--- src/rtl/char_text_renderer.sv ---
// char_text_renderer: 40x30 text-mode pixel renderer with inverse video and blinking cursor
module char_text_renderer #(
  parameter int COLS = 40,
  parameter int ROWS = 30,
  parameter int BLINK_FRAMES = 30
) (
  input  logic        CLK,
  input  logic        RST,
  input  logic        DE_IN,
  input  logic        HS_IN,
  input  logic        VS_IN,
  input  logic [9:0]  X,
  input  logic [9:0]  Y,
  output logic [10:0] TXT_ADDR,
  output logic        TXT_EN,
  input  logic [7:0]  TXT_DO,
  output logic [10:0] ROM_ADDR,
  output logic        ROM_EN,
  input  logic [15:0] ROM_DO,
  input  logic [5:0]  CUR_COL,
  input  logic [4:0]  CUR_ROW,
  input  logic        CUR_ON,
  input  logic [11:0] FG_COLOR,
  input  logic [11:0] BG_COLOR,
  output logic [11:0] RGB,
  output logic        DE_OUT,
  output logic        HS_OUT,
  output logic        VS_OUT
);
  logic [5:0] col, row, cur_col, blink_cnt;
  logic [4:0] cur_row;
  logic       cur_en, blink_phase, vs_q, vs_rise, blink_last, in_range, cur_hit;
  logic [3:0] s1_px, s2_px, s3_px, s1_off, s2_off;
  logic [2:0] s1_sync, s2_sync, s3_sync;
  logic       s1_rng, s2_rng, s3_rng, s1_cur, s2_cur, s3_swap, pix;
  logic [11:0] rgb_next;

  assign col        = X[9:4];
  assign row        = Y[9:4];
  assign in_range   = DE_IN && col < 6'(COLS) && row < 6'(ROWS);
  assign cur_hit    = cur_en && blink_phase && col == cur_col && row == {1'b0, cur_row};
  assign vs_rise    = VS_IN && !vs_q;
  assign blink_last = blink_cnt == 6'(BLINK_FRAMES - 1);
  // Glyph rows are stored bottom-up, so offset 15 holds the top row of the cell
  assign ROM_ADDR   = {TXT_DO[6:0], s2_off};
  assign ROM_EN     = s2_rng;
  // Bit 15 is the leftmost pixel, so ~px indexes 15-px
  assign pix        = ROM_DO[~s3_px] ^ s3_swap;

  always_comb begin
    rgb_next = !s3_sync[2] ? 12'h000 : (s3_rng && pix) ? FG_COLOR : BG_COLOR;
  end

  always_ff @(posedge CLK or posedge RST) begin
    if (RST) begin
      vs_q <= 1'b0;
      cur_col <= '0;
      cur_row <= '0;
      cur_en <= 1'b0;
      blink_cnt <= '0;
      blink_phase <= 1'b1;
      TXT_ADDR <= '0;
      TXT_EN <= 1'b0;
      {s1_px, s1_off, s1_sync, s1_rng, s1_cur} <= '0;
      {s2_px, s2_off, s2_sync, s2_rng, s2_cur} <= '0;
      {s3_px, s3_sync, s3_rng, s3_swap} <= '0;
      {RGB, DE_OUT, HS_OUT, VS_OUT} <= '0;
    end else begin
      vs_q <= VS_IN;
      if (vs_rise) begin
        cur_col <= CUR_COL;
        cur_row <= CUR_ROW;
        cur_en <= CUR_ON;
        blink_cnt <= blink_last ? 6'd0 : blink_cnt + 6'd1;
        if (blink_last) blink_phase <= ~blink_phase;
      end
      TXT_EN <= in_range;
      if (in_range) TXT_ADDR <= 11'(row * COLS + col);
      s1_px <= X[3:0];
      s1_off <= ~Y[3:0];
      s1_sync <= {DE_IN, HS_IN, VS_IN};
      s1_rng <= in_range;
      s1_cur <= cur_hit;
      s2_px <= s1_px;
      s2_off <= s1_off;
      s2_sync <= s1_sync;
      s2_rng <= s1_rng;
      s2_cur <= s1_cur;
      s3_px <= s2_px;
      s3_sync <= s2_sync;
      s3_rng <= s2_rng;
      s3_swap <= TXT_DO[7] ^ s2_cur;
      RGB <= rgb_next;
      {DE_OUT, HS_OUT, VS_OUT} <= s3_sync;
    end
  end
endmodule

--- config.mk ---
export PLATFORM = sky130hd
export DESIGN_NAME = char_text_renderer
export DESIGN_NICKNAME = d
export VERILOG_FILES = /design/src/rtl/char_text_renderer.sv
export SDC_FILE = /design/constraint.sdc
export NUM_CORES = 1
export LEC_CHECK = 0
export BUFFER_PORTS_ARGS = -buffer_cell sky130_fd_sc_hd__buf_2
export CAP_MARGIN = 20
export CORE_ASPECT_RATIO = 0.5
export CORE_MARGIN = 2
export CORE_UTILIZATION = 30
export DETAILED_ROUTE_END_ITERATION = 10
export MAX_ROUTING_LAYER = met4
export PLACE_DENSITY_LB_ADDON = 0.1
export SKIP_LAST_GASP = 1
export SYNTH_ARGS = -nofsm -noshare
export SYNTH_HDL_FRONTEND = slang
export SYNTH_SLANG_ARGS = --single-unit
--- constraint.sdc ---
create_clock -name CLK -period 2.8 [get_ports CLK]
set_input_delay 0.28 -clock CLK [delete_from_list [all_inputs] [get_ports CLK]]
set_output_delay 0.28 -clock CLK [all_outputs]
set_load 0.01 [all_outputs]
# Word level (Yosys, flattened, before mapping)
# Index checks and enable logic that the tools add are counted.
# Widths: inputs -> output; s select.
[word_totals]
ff_bits = 81
in_bits = 85
out_inout_bits = 39
word_cells = 53
[op_classes]
add_sub_neg = 2
n_mul = 1
n_lt_le_gt_ge = 3
eq_ne = 3
muxes = 5
n_bitwise = 5
n_reduce_logical = 9
[op_table]
columns = ["op", "n"]
rows = [
  ["$mux 12", 2],
  ["$add 11x6->11", 1],
  ["$mul 6x3->8 const B", 1],
  ["$not 4->4", 2],
  ["$logic_and 1x1->1", 7],
  ["$add 6x1->6 const B", 1],
  ["$eq 6x5->1", 1],
  ["$eq 6x5->1 const B", 1],
  ["$eq 6x6->1", 1],
  ["$lt 6x5->1 const B", 1],
  ["$lt 6x6->1 const B", 1],
  ["$mux 6", 1],
  ["$lt 4x5->1 const B", 1],
  ["$bmux 1 s4", 1],
  ["$reduce_and 2->1", 1],
  ["$xor 1x1->1", 2],
  ["$logic_not 1->1", 1],
  ["$mux 1", 1],
  ["$not 1->1", 1],
]

# Longest topological paths before layout
[logic_depth]
word_depth = 7
depth_mapped = 8
depth_no_buf = 8

# Least setup slack after synthesis
# Ideal clock, no wire load.
[synth_path]
kind = "input to register"
from = "input port Y[5]"
to = "register TXT_ADDR[10]"
setup_time_ns = 0.124
t_arrival_ns = 1.997
t_required_ns = 2.676
slack_ns = 0.679
stages = 8
path_buffers = 0
path_cell_list = "ha_1 > ha_1 > fa_1 > a21o_1 > a21oi_1 > xor2_1 > and4_1 > a211o_1"
[synth_via]
elab_chain_cells = 2
elab_cells_between_ends = 4
cone_classes = "1 x add/sub; 1 x mul; 1 x order compare; 1 x reduce/logical"
[synth_lines]
columns = ["element", "line", "text"]
rows = [
  ["from (decl)", "13", "input logic [9:0] Y,"],
  ["$mul 6x3->8 / $lt 6x5->1 (equally long branches)", "78, 40", ""],
  ["$add 11x6->11 / $logic_and 1x1->1 (equally long branches)", "78, 40", ""],
  ["to (signal assigned)", "78", "if (in_range) TXT_ADDR <= 11'(row * COLS + col);"],
  ["to (decl)", "14", "output logic [10:0] TXT_ADDR,"],
]
# Several ways; a longest one is shown, not always the timed one.
# A chain may end at the register's enable or synchronous reset.

# Worst setup path in the final report
[layout_path]
from = "register s3_px[2]"
to = "register RGB[5]"
[layout_via]
elab_chain_cells = 7
[layout_lines]
columns = ["element", "line", "text"]
rows = [
  ["from (decl)", "33", "logic [3:0] s1_px, s2_px, s3_px, s1_off, s2_off;"],
  ["from (signal assigned)", "89", "s3_px <= s2_px;"],
  ["$not 4->4", "48", "assign pix = ROM_DO[~s3_px] ^ s3_swap;"],
  ["$bmux 1 s4", "48", ""],
  ["$mux 1 (not written as such)", "48", ""],
  ["$xor 1x1->1", "48", ""],
  ["$logic_and 1x1->1", "51", "rgb_next = !s3_sync[2] ? 12'h000 : (s3_rng && pix) ? FG_COLOR : BG_COLOR;"],
  ["$mux 12 (2 in a row)", "51", ""],
  ["via rgb_next[5]", "36", "logic [11:0] rgb_next;"],
  ["to (signal assigned)", "93", "RGB <= rgb_next;"],
  ["to (decl)", "25", "output logic [11:0] RGB,"],
]
# The timed path passes the listed nets, and every way through them passes these cells. The select of a mux whose other input is x is not followed.

==> run summary <==
The run finished with clean final reports. The startpoint identified for the worst hold timing path is HS_IN. The final hold violation count came out at 0. In this run the mean area of a mapped cell was 12.7 µm². The tools report the total routing resource utilization after global routing as 13.1%.

The tools report the total clock sinks as 80. By area the synthesized netlist is led by sky130_fd_sc_hd__dfrtp_1, sky130_fd_sc_hd__mux2i_1, sky130_fd_sc_hd__nand2_1. The floorplan has 27 rows.

The share of the clock period used by the worst path after layout works out to 75.1%. The worst pin sits at a relative slew slack of 52.4%. For the worst flop-to-flop path, the logic depth is 6. The type of element capturing the critical path is a flop.

For the post-route cell area, the log shows 4410 µm². After layout, the worst setup slack is 0.698 ns. Most numerous cell in the Yosys netlist: sky130_fd_sc_hd__dfrtp_1. In this run the clock root is driven by a sky130_fd_sc_hd__clkbuf_16. The tools report the reg-to-reg startpoint as s3_px[2]$_DFF_PP0_. For the final routed DRC violation total, the log shows 0. The synthesized netlist occupies a cell area of 3400 µm². During synthesis, Yosys emitted a total of 0 warnings. For the total half-perimeter wirelength after legalization and detailed placement, the log shows 5490 µm. The path with the worst hold slack has its endpoint at s1_sync[1]$_DFF_PP0_.

The count of cells along the worst hold path came out at 1. Across all layers, the routed design uses 2285 vias. Of the cells placed in the final design, the portion with a size suffix greater than 1 is 38.9%. Setup-violating endpoint count in the final report: 0. The leftover overflow at the end of global routing came out at 0. TritonCTS built the clock tree. Measured along the x axis, the die boundary spans 155 µm.

The last weighted congestion value of the routability-driven placer is 0.739, and the register bit total from synthesis is 80. The flip-flop and latch area is 2000 µm². The total wire length was 7300 µm. The cell count after synthesis came out at 268. The run gives 0 ns as the final-layout setup total negative slack. The tools report the endpoint of the worst register-to-register path as RGB[5]$_DFF_PP0_.

Data on the critical path is required at its endpoint by 3.05 ns. The worst path in the final design needs a cycle of 2.10 ns, including I/O delays and setup. Measured along the y axis, the die boundary spans 79.3 µm. In the final routed layout, each cell accounts on average for 13.7 µm. The final count of pins violating max slew came out at 0. For this run, the leading register cell type out of synthesis is sky130_fd_sc_hd__dfrtp_1. VDD sags by at most 0.392 mV. The critical path class is flop to flop. The tools report the number of buffers inserted during clock tree synthesis as 9. Summed over all instances, the cell type with the most area after synthesis is sky130_fd_sc_hd__dfrtp_1. Fill cells in the final layout number 1077. The iteration-0 DRC count of the detailed router came out at 90.

The tools report the element type at the critical path start as a flop. For this run, the detailed router's first-pass iteration total came to 4. Diode insertion count for antenna repair: 0. Counting flops with an async set or reset pin after synthesis yields a share of 100%. Based on the critical path, the design can be clocked at up to 476 MHz. The first global-routing pass estimated 12100 µm of wire.

In this run the count of I/O pins placed on the die edge is 124. The H-tree was split into 3 levels. In this run the deepest clock path goes through 2 buffers.

During placement, the flow inserted port buffers numbering 109. After synthesis, the netlist uses 32 different library cells. The worst register-to-register path has a setup slack of 0.70 ns. Power spread over the standard cell area amounts to 706 nW/µm².

The clock arrives with 0.00614 ns of skew. The clock transition at the registers of the reported paths is 0.06 ns. For this design the static power due to leakage is 2.28 nW.

The critical path data arrival time is 2.36 ns. The completed layout was analyzed and its total power is 3.11 mW. The later pin in the worst-skew pair is clocked with a latency of 0.34 ns.

For the post-synth net total, the log shows 368. The tightest min-delay check is of the input port to flop type. After detailed routing, the number of vias per cell comes to 4.30. In this run, synthesis inferred 0 flip-flops with an integrated enable.

The placement-stage worst setup slack came out at 0.418 ns. At the pin with the least slew margin, the transition time is 0.715 ns. The run gives 0 as the number of maximum-capacitance violations. After clock tree synthesis, the repair step resized 0 gates. The run gives 11000 µm² as the core region area.

Setup repair after global routing left no endpoint under its margin. In this run the worst path has a maximum fanout of 12. Once the floorplan was initialized, standard cells occupied 30.9% of the core. The share of the Yosys chip area taken by registers is 58.9%. The net count of the finished layout is 481. The die covers 12300 µm². The number of global-route vias before repair is 2402.

After synthesis, the largest area contributor takes up 58.1% of total cell area. Summing all multi-input logic gate instances after layout gives 1270 µm². The number of antenna violations at the first check in global routing is 0, and the area added between synthesis and finish is 29.5%. The maximum number of pins on one net before global-route repair was 58; the placed standard-cell area was 4060 µm².

Once detail routing completed, the nets flagged for antenna violations numbered 0. Ranked by instance count, the synthesized netlist is headed by sky130_fd_sc_hd__dfrtp_1, sky130_fd_sc_hd__nand2_1, sky130_fd_sc_hd__mux2i_1.
report_power, final:
group	total [mW]	internal, mW	switching, mW
combinational	0.502	0.260	0.242
sequential	1.41	1.31	0.103
clock	1.19	0.718	0.476
total	3.11	2.29	0.821
worst max-delay path, stage by stage, from the launching register on:
cell,delay (ns)
sky130_fd_sc_hd__dfrtp_1,0.58
sky130_fd_sc_hd__mux2i_1,0.16
sky130_fd_sc_hd__mux4_2,0.48
sky130_fd_sc_hd__xor2_1,0.18
sky130_fd_sc_hd__a2bb2oi_2,0.15
sky130_fd_sc_hd__buf_4,0.25
sky130_fd_sc_hd__mux2i_1,0.21
per-layer routing:
layer  GRT usage (%)  up-vias  part of all wire, %
li1                -     1120                    -
met1            16.2     1086                   45
met2            20.1       59                   47
met3            4.64       20                  5.9
met4            4.72        0                  1.7
met5               -        -                    0
cell usage in the layout, fill, tap and decap left out, types with 6 or more instances in the layout:
cell | netlist | routed
sky130_fd_sc_hd__nand2_1 | 48 | 48
sky130_fd_sc_hd__xor2_1 | 12 | 12
sky130_fd_sc_hd__nor2_1 | 9 | 9
sky130_fd_sc_hd__dfrtp_1 | 79 | 79
sky130_fd_sc_hd__ha_1 | 13 | 13
sky130_fd_sc_hd__xnor2_1 | 15 | 15
sky130_fd_sc_hd__buf_2 | 0 | 109
sky130_fd_sc_hd__clkbuf_16 | 0 | 9
sky130_fd_sc_hd__inv_1 | 7 | 6
sky130_fd_sc_hd__mux2_2 | 13 | 13
sky130_fd_sc_hd__mux2i_1 | 20 | 20
per-stage QoR:
stage | std cells | utilization [%] | hold WS [ns]
after detailed placement | 513 | 36.9 | 0.335
after CTS | 529 | 39.7 | 0.0380
after global routing | 531 | 40.0 | 0.0327
after floorplan | 268 | - | 0.311
after global placement | 513 | 36.9 | 0.332
final | 531 | 40.0 | 0.0513
sequential cells by signal (all words and copies together) (netlist names):
signal and flops:
cur_col 6, cur_row 5, HS_OUT 1, s1_off 4
VS_OUT 1, s1_px 4, s3_rng 1, cur_en 1
s1_cur 1, s2_off 4, s2_cur 1, RGB 12
s3_sync 3, blink_cnt 6, s1_sync 3, s1_rng 1
s3_px 4, DE_OUT 1, s3_swap 1, s2_sync 3
blink_phase 1, s2_px 4, TXT_ADDR 11, ROM_EN 1
worst max path at each step:
stage	cells past startpoint	slack [ns]	start	to
CTS	6	0.66	s3_px[2]$_DFF_PP0_	RGB[2]$_DFF_PP0_
global placement	9	0.45	Y[5]	TXT_ADDR[10]$_DFFE_PP0P_
detailed placement	8	0.42	Y[5]	TXT_ADDR[10]$_DFFE_PP0P_
finish	6	0.70	s3_px[2]$_DFF_PP0_	RGB[5]$_DFF_PP0_
floorplan	1	0.47	RST	DE_OUT$_DFF_PP0_
global route	6	0.52	s3_px[2]$_DFF_PP0_	RGB[2]$_DFF_PP0_
repair_timing:
item / 4_1_cts / 5_1_grt
setup buffers: 0 / 0
endpoints found under the hold margin: 0 / 6
hold buffers: 0 / 1
endpoints found under the setup margin: 0 / 0
area by class of cell:
cell class              instances  area share, %
inverters                       7          0.625
multi-input cells             167           28.8
repair buffers                116           14.1
clock inverters                 6           1.53
flip-flops and latches         80           45.5
well taps                     145           4.12
clock buffers                  10           5.42
logic make-up (layout without fill, tap and decap cells):
family	after synthesis	count (layout)	synth area share [%]
AOI/OAI and AO/OA	16	16	3.12
xor gates and xnor gates	27	27	6.95
adders and majority gates	15	15	5.96
buffers and inverters	21	139	3.90
DFF	80	80	58.9
muxes	35	35	11.5
and+or+nand+nor	74	74	9.71
No activity file was read; power rests on OpenSTA's default activity.
